--- src/rtl/hamming_pkg.sv ---
// Hamming(7,4) bit positions and decode helpers, shared by the RX decoder and
// the future encoder/transmitter.
package hamming_pkg;

    localparam int P1_BIT = 0;
    localparam int P2_BIT = 1;
    localparam int D1_BIT = 2;
    localparam int P4_BIT = 3;
    localparam int D2_BIT = 4;
    localparam int D3_BIT = 5;
    localparam int D4_BIT = 6;

    localparam int CW_W   = 7;
    localparam int DATA_W = 4;

    typedef struct packed {
        logic              corrected;
        logic [DATA_W-1:0] data;
    } dec_word_t;

    function automatic logic [2:0] hamming74_syndrome(input logic [CW_W-1:0] cw);
        logic s1, s2, s4;
        s1 = cw[P1_BIT] ^ cw[D1_BIT] ^ cw[D2_BIT] ^ cw[D4_BIT];
        s2 = cw[P2_BIT] ^ cw[D1_BIT] ^ cw[D3_BIT] ^ cw[D4_BIT];
        s4 = cw[P4_BIT] ^ cw[D2_BIT] ^ cw[D3_BIT] ^ cw[D4_BIT];
        return {s4, s2, s1};
    endfunction

    // Returns {corrected, payload}; a nonzero syndrome names the flipped position.
    function automatic logic [DATA_W:0] hamming74_correct(input logic [CW_W-1:0] cw);
        logic [2:0]      syn;
        logic [CW_W-1:0] fixed;
        syn   = hamming74_syndrome(cw);
        fixed = cw;
        if (syn != 3'd0)
            fixed[syn - 3'd1] = ~fixed[syn - 3'd1];
        return {(syn != 3'd0), fixed[D4_BIT], fixed[D3_BIT], fixed[D2_BIT], fixed[D1_BIT]};
    endfunction

endpackage

--- src/rtl/hamming_sync_fifo.sv ---
// DEPTH x W synchronous FIFO; head word is read combinationally from storage.
module hamming_sync_fifo #(
    parameter int DEPTH = 4,
    parameter int W     = 5
) (
    input  logic                     clk,
    input  logic                     rst_n,
    input  logic                     i_push,
    input  logic [W-1:0]             i_wdata,
    input  logic                     i_pop,
    output logic [W-1:0]             o_rdata,
    output logic                     o_full,
    output logic                     o_empty,
    output logic [$clog2(DEPTH):0]   o_count
);
    localparam int             AW       = $clog2(DEPTH);
    localparam logic [AW:0]    FULL_CNT = (AW+1)'(DEPTH);

    logic [W-1:0]  r_mem [DEPTH];
    logic [AW-1:0] r_wr_ptr, r_rd_ptr;
    logic [AW:0]   r_count;
    logic          w_do_push, w_do_pop;

    assign o_full    = (r_count == FULL_CNT);
    assign o_empty   = (r_count == '0);
    assign o_count   = r_count;
    assign o_rdata   = r_mem[r_rd_ptr];
    // A full FIFO still accepts a push when the head leaves on the same edge.
    assign w_do_pop  = i_pop & ~o_empty;
    assign w_do_push = i_push & (~o_full | w_do_pop);

    always_ff @(posedge clk or negedge rst_n) begin
        if (!rst_n) begin
            r_wr_ptr <= '0;
            r_rd_ptr <= '0;
            r_count  <= '0;
            for (int i = 0; i < DEPTH; i++)
                r_mem[i] <= '0;
        end else begin
            if (w_do_push) begin
                r_mem[r_wr_ptr] <= i_wdata;
                r_wr_ptr        <= r_wr_ptr + AW'(1);
            end
            if (w_do_pop)
                r_rd_ptr <= r_rd_ptr + AW'(1);
            case ({w_do_push, w_do_pop})
                2'b10:   r_count <= r_count + (AW+1)'(1);
                2'b01:   r_count <= r_count - (AW+1)'(1);
                default: r_count <= r_count;
            endcase
        end
    end

endmodule

--- src/rtl/hamming_rx_decoder.sv ---
// Hamming(7,4) receive decoder: capture, single-error correction, payload FIFO
// with valid/ready output, sticky overflow and saturating statistics.
module hamming_rx_decoder
    import hamming_pkg::*;
#(
    parameter int DEPTH = 4,
    parameter int CNT_W = 8
) (
    input  logic             clk,
    input  logic             rst_n,
    input  logic             ena,
    input  logic [6:0]       code_in,
    input  logic             code_valid,
    output logic [3:0]       data_out,
    output logic             corrected_out,
    output logic             out_valid,
    input  logic             out_ready,
    output logic             overflow,
    output logic [CNT_W-1:0] corr_count,
    output logic [CNT_W-1:0] drop_count,
    input  logic             clear_stats
);
    logic [CW_W-1:0]       r_cw_q;
    logic                  r_cw_v;
    logic                  r_overflow;
    logic [CNT_W-1:0]      r_corr_cnt, r_drop_cnt;

    dec_word_t             w_dec, w_head;
    logic                  w_push_req, w_pop_req, w_pop_ok, w_push_ok, w_drop;
    logic                  w_full, w_empty;
    logic [$clog2(DEPTH):0] w_count;

    always_ff @(posedge clk or negedge rst_n) begin
        if (!rst_n) begin
            r_cw_q <= '0;
            r_cw_v <= 1'b0;
        end else if (ena) begin
            r_cw_v <= code_valid;
            if (code_valid)
                r_cw_q <= code_in;
        end
    end

    assign w_dec      = dec_word_t'(hamming74_correct(r_cw_q));
    assign w_push_req = ena & r_cw_v;
    assign w_pop_req  = ena & out_ready;
    assign w_pop_ok   = w_pop_req & ~w_empty;
    assign w_drop     = w_push_req & w_full & ~w_pop_ok;
    assign w_push_ok  = w_push_req & ~w_drop;

    hamming_sync_fifo #(
        .DEPTH (DEPTH),
        .W     ($bits(dec_word_t))
    ) u_fifo (
        .clk     (clk),
        .rst_n   (rst_n),
        .i_push  (w_push_req),
        .i_wdata (w_dec),
        .i_pop   (w_pop_req),
        .o_rdata (w_head),
        .o_full  (w_full),
        .o_empty (w_empty),
        .o_count (w_count)
    );

    assign data_out      = w_head.data;
    assign corrected_out = w_head.corrected;
    assign out_valid     = (w_count != '0);

    // Clear wins over any same-cycle increment or overflow set.
    always_ff @(posedge clk or negedge rst_n) begin
        if (!rst_n) begin
            r_overflow <= 1'b0;
            r_corr_cnt <= '0;
            r_drop_cnt <= '0;
        end else if (ena) begin
            if (clear_stats) begin
                r_overflow <= 1'b0;
                r_corr_cnt <= '0;
                r_drop_cnt <= '0;
            end else begin
                if (w_drop) begin
                    r_overflow <= 1'b1;
                    if (r_drop_cnt != '1)
                        r_drop_cnt <= r_drop_cnt + CNT_W'(1);
                end
                if (w_push_ok && w_dec.corrected && (r_corr_cnt != '1))
                    r_corr_cnt <= r_corr_cnt + CNT_W'(1);
            end
        end
    end

    assign overflow   = r_overflow;
    assign corr_count = r_corr_cnt;
    assign drop_count = r_drop_cnt;

endmodule

--- config.mk ---
export PLATFORM = sky130hd
export DESIGN_NAME = hamming_rx_decoder
export DESIGN_NICKNAME = d
export VERILOG_FILES = /design/src/rtl/hamming_pkg.sv /design/src/rtl/hamming_sync_fifo.sv /design/src/rtl/hamming_rx_decoder.sv
export SDC_FILE = /design/constraint.sdc
export NUM_CORES = 1
export LEC_CHECK = 0
export ABC_CLOCK_PERIOD_IN_PS = 3570
export BUFFER_PORTS_ARGS = -buffer_cell sky130_fd_sc_hd__buf_2
export CORE_MARGIN = 2
export CORE_UTILIZATION = 55
export DETAILED_ROUTE_END_ITERATION = 7
export HOLD_SLACK_MARGIN = 0.03
export PLACE_DENSITY = 0.76
export SKIP_LAST_GASP = 1
export SYNTH_ARGS = -nofsm -noshare
export SYNTH_HDL_FRONTEND = slang
export SYNTH_HIERARCHICAL = 1
export SYNTH_SLANG_ARGS = --single-unit
--- constraint.sdc ---
create_clock -name clk -period 3.57 [get_ports clk]
set_input_delay 0 -clock clk [delete_from_list [all_inputs] [get_ports clk]]
set_output_delay 0 -clock clk [all_outputs]
set_load 0.01 [all_outputs]
Yosys cells after proc, flatten, opt, wreduce, memory -nomap -nowiden
Cells that the tools add are included.

cells by class
  add/subtract/negate cells = 7
  reduce and logical (&&, ||, !) cells = 15
  mux-type cells = 20
  bitwise operators = 24
  magnitude comparators = 5
  eq/ne operators = 5

operators with widths
  operator             number
  $mux 8               5
  $bwmux 20            1
  $add 8x1->8 const B  2
  $ne 8x8->1 const B   2
  $mux 5               3
  $bmux 5 s2           1
  $demux 5 s2          1
  $xor 1x1->1          9
  $reduce_bool 2->1    4
  $and 1x1->1          7
  $bwmux 7             1
  $mux 7               1
  $ge 3x3->1 const B   2
  $not 2->3            2
  $pmux 3 s2           1
  $reduce_and 2->1     3
  $reduce_bool 3->1    2
  $sub 3x1->3 const B  2
  $not 1->1            5
  $add 2x1->2 const B  2
  $logic_and 1x1->1    4
  $lt 3x4->1 const B   1
  $mux 1               4
  $add 3x1->3 const B  1
  10 further kinds     10

storage, ports and cells
  bits of input ports = 13
  register bits = 52

Longest topological paths before layout
Gate-level depths: netlist of run 1.

  depth in word-level cells = 11
  depth in mapped cells = 11
  gate-level depth less buffers = 9

Modules after synthesis
Netlist of run 1, hierarchy kept.

modules (own cells, without submodules)
  module              area an instance (um2)  times used  cells an instance
  hamming_rx_decoder  1536.5                  1           158
  hamming_sync_fifo   1288.7                  1           88

Least setup slack after synthesis of run 1
OpenSTA, ideal clock, no wires.

  kind = reg2reg
  from = register r_cw_q[2]
  to = register u_fifo/r_mem[13] in the netlist's numbering
  setup slack = 1142 ps
  stages on the path, launching flop included = 10
  data required time = 3445 ps
  data arrival time = 2304 ps
  setup time = 125 ps
  path through = dfrtp_1 -> xor2_1 -> xnor2_1 -> ha_1 -> and2_1 -> ha_1 -> or3_1 -> o21ai_0 -> o31ai_1 -> mux2_2

RTL lines
  element                         RTL line                  RTL
  start: declaration              hamming_rx_decoder.sv:23  logic [CW_W-1:0] r_cw_q;
  start signal: assignment        hamming_rx_decoder.sv:40  r_cw_q <= code_in;
  end signal: indexed assignment  hamming_sync_fifo.sv:41   r_mem[r_wr_ptr] <= i_wdata;
  end: declaration                hamming_sync_fifo.sv:19   logic [W-1:0] r_mem [DEPTH];

Worst setup path after layout of run 1
  from = register r_cw_q[2]
  to = register r_corr_cnt[3] (netlist: corr_count[3])

on the way
  word-level cells in the longest chain between the ends = 8
  elaborated cells on any way between the ends = 11

ends and longest elaborated chain
  element                                      RTL line                              RTL
  $xor 1x1->1 (on tied branches) (3 in a row)  hamming_pkg.sv:23, hamming_pkg.sv:24
  $reduce_bool 3->1 *                          hamming_pkg.sv:37                     return {(syn != 3'd0), fixed[D4_BIT], fixed[D3_BIT], fixed[D2_BIT], fixed[D1_BIT]};
  $logic_and 1x1->1 * (2 in a row)             hamming_rx_decoder.sv:87              if (w_push_ok && w_dec.corrected && (r_corr_cnt != '1))
  $reduce_bool 2->1 (no source line) *         -
  $reduce_and 2->1 (no source line) *          -
  end signal: assignment                       hamming_rx_decoder.sv:88              r_corr_cnt <= r_corr_cnt + CNT_W'(1);
  end: declaration                             hamming_rx_decoder.sv:26              logic [CNT_W-1:0] r_corr_cnt, r_drop_cnt;

Every way passes the cells marked *; elsewhere a longest branch is shown, timed or not.
A chain may end at the register's enable or synchronous reset.

==> impl_metrics.toml, run 1 <==
[clocking]
cts_num_sinks = 52
cts_root_buffer = "clkbuf_8"
numCtsBuffers = 5
clk_pin_slew_ns = 0.09
clockBufferDepth = 2
postCtsSetupRepairBufs = 0
cts_tree = "done"
htreeDepth = 2
clkLatencyLatePin_ns = 0.31

[floorplan]
fp.coreArea_um2 = 5040
rows = 26
io_pins = 36
die_area_um2 = 5730
initial_core_util_pct = 56.0
die_h_um = 75.7
die_w_um = 75.7

[routing]
antenna_left = 0
detail_route.vias_per_cell = 5.64
routedWlPerCell_um = 15.0
drt_iter0_drc = 84
vias = 2019
drc_errors = 0
first_pass_iters = 4
wirelength_mm = 5.38

[yosys]
async_flop_share_pct = 100
synth_flop_cell = "dfrtp_1"
synth_compound_area_share_pct = 9.61
synth_seq_cells = 52
syn_avg_cell_area_um2 = 11.5
ys_seq_area_share_pct = 46.1
syn-num-nets = 269
ys.warnings.count = 6
synth_cells = 246
synth_xor_xnor_area_share_pct = 4.96
synthMuxAreaShare_pct = 16.7
synthAdderAreaFrac_pct = 4.69
synth_cell_types = 49
synth_top_area_share_pct = 46.1
mappedNetlistArea_um2 = 2830
synth_area_leaders = "dfrtp_1 46%, mux2_2 12%, ha_1 4.0%"
synthSimpleGateAreaFrac_pct = 14.5
synth_top_area_cell = "dfrtp_1"
synth_top_family_by_area = "multiplexers"
synth_edf_count = 0

[placed_design]
place_ws_ns = 0.973
dp_hpwl_mm = 3.78
placed_area_um2 = 3050
numPortBuffers = 35
routabilityCongestion = 0.880

[critical_path]
worst-path-max-fanout = 13
start_kind = "register"
cp_data_required_time_ns = 3.81
r2r_end = "corr_count[3]"
end_kind = "register"
crit_arrival_ns = 2.87
timing.rr.start = "r_cw_q[2]"
crit_type = "reg -> reg"
ff2ff_setup_slack_ns = 0.94
r2r_cells = 8

[worst_hold_path]
min_to = "drop_count[2]"
whs_path_depth = 3
hp-class = "in -> reg"
min_from = "clear_stats"

[sta]
finalWorstSetupSlack_ns = 0.938
period_needed_ns = 2.63
setup-violations-final = 0
period_share_pct = 73.7
fmax_ghz = 0.380
hold_viol = 0
tightest_slew_ns = 0.650
rsz0062_at_grt = "false"
skew_ns = 0.0129
slew_viol_final = 0
setup_tns_ns = 0
relSlewSlack_pct = 56.7

[grt]
antenna_found_initial = 0
grt_max_degree = 53
grt_pass1_wl_mm = 8.81
grt_pass1_vias = 1953
gr-usage-all-layers_pct = 20.8
overflow = 0

[layout]
fillers = 384
seq_area_um2 = 1300
antennaDiodeCount = 0
syn_to_final_growth_pct = 14.1
fin_area_um2 = 3220
final_nets = 310
drive_gt1_share_pct = 29.5
multi_input_area_um2 = 1430

[pwr]
p_leak_uw = 0.00144
ir_drop_v = 0.000449
p_seq_share_pct = 44.6
powerDensity_nw_per_um2 = 659
combPwrFrac_pct = 38.9
intPower_uw = 1370
clockPowerShare_pct = 16.5
p_sw_uw = 755
p_sw_share_pct = 35.5

[job]
maxCapViolCount = 0

[run_status]
status = "completed"
## per-layer routing
metal | wire, µm | GRT usage, %
met1 | 2530 | 26.4
met2 | 2650 | 35.5
met3 | 128 | 4.10
met4 | 80 | 7.60
met5 | 0 | 0
## Yosys cell counts, types with 2 or more instances
master / count
o41ai_1: 3
nand2b_1: 2
a41o_1: 2
a21oi_1: 8
nand3_1: 4
mux2_2: 30
mux4_2: 5
and3_1: 3
or3_1: 3
or4_1: 4
a211o_1: 2
a311o_1: 4
xnor2_1: 8
mux2i_1: 2
clkbuf_1: 7
o21ai_0: 3
and2_1: 3
nand2_1: 16
ha_1: 9
o211ai_1: 4
and4_1: 4
nor2_1: 14
o31ai_1: 3
nand4_1: 6
xor2_1: 8
nor4_1: 2
dfrtp_1: 52
inv_1: 14
## sequential cells by signal, summed over array words and instances, names as in the netlist, 2 cells and up
signal,count
u_fifo/r_mem,20
u_fifo/o_count,3
drop_count,8
r_cw_q,7
u_fifo/r_wr_ptr,2
u_fifo/r_rd_ptr,2
corr_count,8
## area by class of cell
type | count | area share, %
inverters | 14 | 1.63
well taps | 70 | 2.72
repair buffers | 44 | 8.15
multi-input cells | 170 | 44.2
flip-flops and latches | 52 | 40.4
clock buffers | 5 | 2.13
clock inverters | 3 | 0.815
## power by group through the flow
stage / logic [µW] / clock network (µW) / registers [µW]
floorplan: 655 / 0 / 901
global placement: 799 / 0 / 951
detailed placement: 828 / 0 / 965
CTS: 841 / 363 / 951
global route: 919 / 386 / 983
finish: 827 / 351 / 947
## worst max path at each step
stage                    from               end  slack [ns]  depth (start not counted)
finish              r_cw_q[2]     corr_count[3]        0.94                          8
global route        r_cw_q[2]     corr_count[7]        0.77                          8
floorplan           r_cw_q[2]  u_fifo/r_mem[13]        1.14                          9
global placement    r_cw_q[2]     corr_count[7]        1.05                          8
CTS                 r_cw_q[2]     corr_count[3]        0.93                          8
detailed placement  r_cw_q[2]   u_fifo/r_mem[8]        0.97                          9
## per-stage QoR
stage / util (%) / hold slack [ns] / std cells / power, µW
6_report: 63.9 / 0.114 / 358 / 2130
3_5_place_dp: 60.5 / 0.156 / 342 / 1790
2_1_floorplan: - / -0.296 / 246 / 1560
4_1_cts: 63.9 / 0.0997 / 358 / 2160
5_1_grt: 63.9 / 0.145 / 358 / 2290
3_3_place_gp: 60.5 / 0.149 / 342 / 1750
## worst max-delay path: stages (launching register included)
cell and delay, ns:
dfrtp_1 0.43, xor2_1 0.18, xnor2_1 0.14, ha_1 0.33, and2_1 0.16, ha_1 0.26
a211o_1 0.39, or4_1 0.52, a21oi_1 0.15
## cells by family after synthesis
family / count (synthesis)
adder cells (fa/ha/maj): 10
AND/OR/NAND/NOR: 71
flip-flops: 52
multiplexers: 37
buffers and inverters: 24
AO/OA/AOI/OAI: 36
XOR/XNOR: 16
## cell usage in the layout, fill, tap and decap left out, types with 6 or more instances in the layout
cell           Yosys  final
dfrtp_1           52     52
xnor2_1            8      8
dlygate4sd3_1      0      8
nand2_1           16     16
inv_1             14     14
buf_2              1     35
ha_1               9      9
a21oi_1            8      8
mux2_2            30     30
nand4_1            6      6
xor2_1             8      8
nor2_1            14     14
## repair_timing
item	4_1_cts	5_1_grt
hold buffers	8	0
gates resized for setup	0	0
hold endpoints to repair	59	0
Power figures use the tool's default switching activity.
==> run 2, diff against run 1 <==
- ABC_CLOCK_PERIOD_IN_PS: 3570 -> 2450
- clock period: 3.57 -> 2.45 ns (I/O delays scaled with it)
==> impl_metrics.toml, run 2 (same netlist as run 1, synthesis figures left out) <==
[run_status]
status = "completed"

[critical_path]
r2r_cells = 9
cp_data_required_time_ns = 2.65
timing.rr.start = "r_cw_q[2]"
end_kind = "register"
crit_type = "reg -> reg"
crit_arrival_ns = 2.58
r2r_end = "u_fifo/r_mem[18]"
worst-path-max-fanout = 4
start_kind = "register"
ff2ff_setup_slack_ns = 0.07

[floorplan]
die_area_um2 = 5730
die_h_um = 75.7
initial_core_util_pct = 56.0
fp.coreArea_um2 = 5040
rows = 26
die_w_um = 75.7
io_pins = 36

[layout]
final_cell_mix = "52 x dfrtp_1, 35 x buf_2, 30 x mux2_2"
multi_input_area_um2 = 1500
regMostFlops = "u_fifo/r_mem"
drive_gt1_share_pct = 34.9
fillers = 375
syn_to_final_growth_pct = 19.4
fin_area_um2 = 3370
final_nets = 320
seq_area_um2 = 1300
largest_register_ffs = 20
final_common_cell = "dfrtp_1"
antennaDiodeCount = 0

[sta]
hold_viol = 0
setup_tns_ns = 0
fmax_ghz = 0.420
rsz0062_at_grt = "true"
setup-violations-final = 0
period_needed_ns = 2.38
slew_viol_final = 0
relSlewSlack_pct = 62.1
holdWs_ns = 0.109
tightest_slew_ns = 0.567
period_share_pct = 97.1
skew_ns = 0.0101

[grt]
gr-usage-all-layers_pct = 21.4
antenna_found_initial = 0
grt_pass1_wl_mm = 9.11
grt_pass1_vias = 1987
overflow = 0
grt_max_degree = 38

[routing]
detail_route.vias_per_cell = 5.61
drc_errors = 0
vias = 2066
drt_iter0_drc = 113
first_pass_iters = 4
wirelength_mm = 5.71
antenna_left = 0
routedWlPerCell_um = 15.5

[pwr]
combPwrFrac_pct = 43.2
p_sw_share_pct = 36.1
ir_drop_v = 0.000680
p_leak_uw = 0.00150
intPower_uw = 2140
clockPowerShare_pct = 15.5
powerDensity_nw_per_um2 = 992
p_seq_share_pct = 41.3
p_sw_uw = 1210

[placed_design]
numPortBuffers = 35
placed_area_um2 = 3120
dp_hpwl_mm = 3.95
routabilityCongestion = 0.840

[clocking]
clockBufferDepth = 2
numCtsBuffers = 5
cts_num_sinks = 52
cts_root_buffer = "clkbuf_8"
clk_pin_slew_ns = 0.10
cts_tree = "done"
clkLatencyLatePin_ns = 0.31
htreeDepth = 2

[job]
maxCapViolCount = 0

[worst_hold_path]
min_from = "clear_stats"
min_to = "drop_count[2]"
hp-class = "in -> reg"
whs_path_depth = 3
## run 2: repair_timing
item | CTS | global route
gates cloned | 0 | 0
setup buffers | 0 | 1
gates resized for setup | 5 | 8
setup endpoints to repair | 5 | 24
hold buffers | 8 | 0
endpoints found under the hold margin | 22 | 0
pin swaps | 1 | 6
## run 2: layout make-up
type / instances / share of cell area, %
multi-input combinational: 170 / 44.4
sequential: 52 / 38.6
timing repair buffer: 54 / 10.0
tap: 70 / 2.60
clock buffer: 5 / 2.04
inverter: 14 / 1.56
clock inverter: 3 / 0.779
## run 2: metrics by stage
| step | total power (µW) | cells | util, % | setup WS [ns] |
|---|---|---|---|---|
| floorplan | 2270 | 246 | - | 0.0217 |
| global placement | 2610 | 351 | 61.8 | 0.0310 |
| detailed placement | 2680 | 351 | 61.8 | -0.00743 |
| CTS | 3240 | 367 | 65.7 | 0.00601 |
| global route | 3580 | 368 | 66.9 | -0.0448 |
| finish | 3340 | 368 | 66.9 | 0.0718 |
## run 2: worst max-delay path, cell delays in order, from the launching register on
cell and delay (ns):
dfrtp_1 0.40, xor2_1 0.17, xnor2_1 0.13, ha_1 0.32
and2_4 0.16, ha_4 0.24, or3_4 0.35, o21ai_4 0.15
o31ai_4 0.10, mux2_2 0.27
## run 2: metal layers
| metal | part of all wire (%) | track usage, % |
|---|---|---|
| met1 | 45 | 27.9 |
| met2 | 51 | 36.6 |
| met3 | 3.2 | 4.37 |
| met4 | 0.95 | 5.46 |
| met5 | 0 | 0 |
## run 2: power groups by stage
stage / combinational [µW] / sequential [µW] / clock, µW
after floorplan: 955 / 1310 / 0
after global placement: 1230 / 1380 / 0
after detailed placement: 1280 / 1400 / 0
after CTS: 1330 / 1380 / 521
after global routing: 1590 / 1430 / 560
final: 1450 / 1380 / 517
## run 2: worst max path at each step
stage	start	end	slack, ns	cells past startpoint
final	r_cw_q[2]	u_fifo/r_mem[18]	0.07	9
after global routing	r_cw_q[2]	u_fifo/r_mem[18]	-0.04	9
after CTS	r_cw_q[2]	u_fifo/r_mem[18]	0.006	9
after detailed placement	r_cw_q[2]	u_fifo/r_mem[8]	-0.007	8
after global placement	r_cw_q[2]	u_fifo/r_mem[3]	0.03	9
after floorplan	r_cw_q[2]	u_fifo/r_mem[13]	0.02	9
==> run 3, diff against run 2 <==
- ABC_AREA: default -> 1
==> impl_metrics.toml, run 3 <==
[yosys]
yosys.cell_count.top_type = "nand2_1"
synth_top_area_share_pct = 42.2
synthMuxAreaShare_pct = 0.365
synth_cells = 379
netlist_top_cells_count = "87 x nand2_1, 52 x dfrtp_1, 38 x inv_1"
synth_edf_count = 0
synth_xor_xnor_area_share_pct = 3.69
mappedNetlistArea_um2 = 3080
synth_cell_types = 39
synth_top_family_by_area = "simple AND/OR/NAND/NOR gates"
synthAdderAreaFrac_pct = 4.30
ys.warnings.count = 6
synth_area_leaders = "dfrtp_1 42%, nand2_1 11%, nand4_1 5.7%"
synthSimpleGateAreaFrac_pct = 31.2
synth_top_area_cell = "dfrtp_1"
ys_seq_area_share_pct = 42.2
synth_flop_cell = "dfrtp_1"
syn_avg_cell_area_um2 = 8.13
async_flop_share_pct = 100
synth_compound_area_share_pct = 10.2
synth_seq_cells = 52
syn-num-nets = 402

[clocking]
numCtsBuffers = 5
clockBufferDepth = 2
cts_num_sinks = 52
htreeDepth = 2
cts_root_buffer = "clkbuf_8"
clkLatencyLatePin_ns = 0.31
cts_tree = "done"
clk_pin_slew_ns = 0.09

[sta]
hold_viol = 0
skew_ns = 0.00764
slew_viol_final = 0
fmax_ghz = 0.444
setup-violations-final = 0
period_share_pct = 92.0
rsz0062_at_grt = "false"
tightest_slew_ns = 0.645
period_needed_ns = 2.25
setup_tns_ns = 0
relSlewSlack_pct = 57.0

[routing]
first_pass_iters = 4
drc_errors = 0
antenna_left = 0
vias = 2646
detail_route.vias_per_cell = 5.24
routedWlPerCell_um = 12.5
wirelength_mm = 6.29
drt_iter0_drc = 207

[pwr]
powerDensity_nw_per_um2 = 984
ir_drop_v = 0.000481
p_leak_uw = 0.00181

[job]
maxCapViolCount = 0

[floorplan]
die_h_um = 78.9
io_pins = 36
die_w_um = 78.9
die_area_um2 = 6220
fp.coreArea_um2 = 5470
initial_core_util_pct = 56.3
rows = 27

[worst_hold_path]
whs_path_depth = 5
min_to = "overflow"
hp-class = "in -> reg"
min_from = "out_ready"

[critical_path]
r2r_cells = 12
ff2ff_setup_slack_ns = 0.20
r2r_end = "corr_count[1]"
timing.rr.start = "r_cw_q[4]"
crit_type = "reg -> reg"
start_kind = "register"
cp_data_required_time_ns = 2.69
crit_arrival_ns = 2.49
worst-path-max-fanout = 12
end_kind = "register"

[grt]
grt_max_degree = 53
gr-usage-all-layers_pct = 21.2
grt_pass1_wl_mm = 10.5
grt_pass1_vias = 2417
antenna_found_initial = 0
overflow = 0

[placed_design]
numPortBuffers = 35
dp_hpwl_mm = 4.57
routabilityCongestion = 0.907
placed_area_um2 = 3350

[layout]
final_common_cell = "nand2_1"
final_nets = 456
regMostFlops = "u_fifo/r_mem"
antennaDiodeCount = 0
syn_to_final_growth_pct = 16.1
utilization_pct = 65.4
largest_register_ffs = 20
final_cell_mix = "87 x nand2_1, 52 x dfrtp_1, 36 x inv_1"
fin_area_um2 = 3580
drive_gt1_share_pct = 23.3

[run_status]
status = "completed"
==> run 3: cell count changes after synthesis, moves of 5 or more <==
| cell | change |
|---|---|
| nand2_2 | +8 |
| clkbuf_1 | -6 |
| nor2_1 | +18 |
| o21ai_0 | +16 |
| nand4_1 | +22 |
| mux4_2 | -5 |
| nand3_1 | +17 |
| inv_1 | +24 |
| inv_2 | +8 |
| mux2_2 | -29 |
| nand2_1 | +71 |
| o22ai_1 | +5 |
==> run 3: layer usage <==
| layer | track usage, % | routed length (µm) |
|---|---|---|
| met5 | 0 | 0 |
| met4 | 6.90 | 44 |
| met3 | 5.00 | 186 |
| met2 | 34.1 | 2990 |
| met1 | 28.6 | 3070 |
==> run 3: worst max path at each step <==
stage | end | cells past startpoint | from
global placement | u_fifo/r_mem[1] | 14 | r_cw_q[2]
detailed placement | u_fifo/r_mem[16] | 14 | r_cw_q[2]
CTS | u_fifo/r_mem[16] | 14 | r_cw_q[2]
finish | corr_count[1] | 12 | r_cw_q[4]
floorplan | u_fifo/r_mem[11] | 14 | r_cw_q[2]
global route | u_fifo/r_mem[16] | 14 | r_cw_q[4]
==> run 3: cell type report <==
cell class,count,area [µm²]
fill,457,1890
sequential,52,1300
clock buffer,5,68.8
tap,72,90.1
inverter,47,178
clock inverter,2,12.5
timing repair buffer,56,358
multi-input combinational,271,1570
==> run 3: kinds of logic (layout without fill, tap and decap cells) <==
kind of cell,Yosys count,after routing
buffers and inverters,56,110
AND/OR/NAND/NOR,198,198
multiplexers,1,1
AO/OA/AOI/OAI,49,49
flip-flops,52,52
adder cells (fa/ha/maj),10,10
XOR/XNOR,13,13
==> run 3: where the power goes <==
group | switching (µW) | internal [µW]
Clock | 281 | 194
Sequential | 237 | 1120
Combinational | 1020 | 668
==> run 3: through the flow <==
stage               instances  power, µW  setup WS (ns)  hold slack [ns]
floorplan                 379       2520         0.0770           -0.296
global placement          486       2890          0.156            0.161
detailed placement        486       2950         0.0506            0.158
CTS                       503       3440         0.0246            0.144
global route              505       3820         0.0239            0.216
finish                    505       3520          0.197            0.154
==> run 3: timing repair <==
| item | CTS | global route |
|---|---|---|
| endpoints found under the setup margin | 0 | 12 |
| hold buffers | 10 | 0 |
| endpoints found under the hold margin | 61 | 0 |
| buffers inserted | 0 | 2 |
| gates resized for setup | 0 | 10 |
==> run 3: critical path: stages (launching register included) <==
cell and delay (ns):
dfrtp_1 0.40, xnor2_1 0.19, xor2_1 0.17, ha_1 0.27, inv_2 0.07, nor2_2 0.04, ha_4 0.15, inv_1 0.10
nand3_2 0.10, o21ai_4 0.33, buf_4 0.23, nand3_2 0.07, o21ai_2 0.06
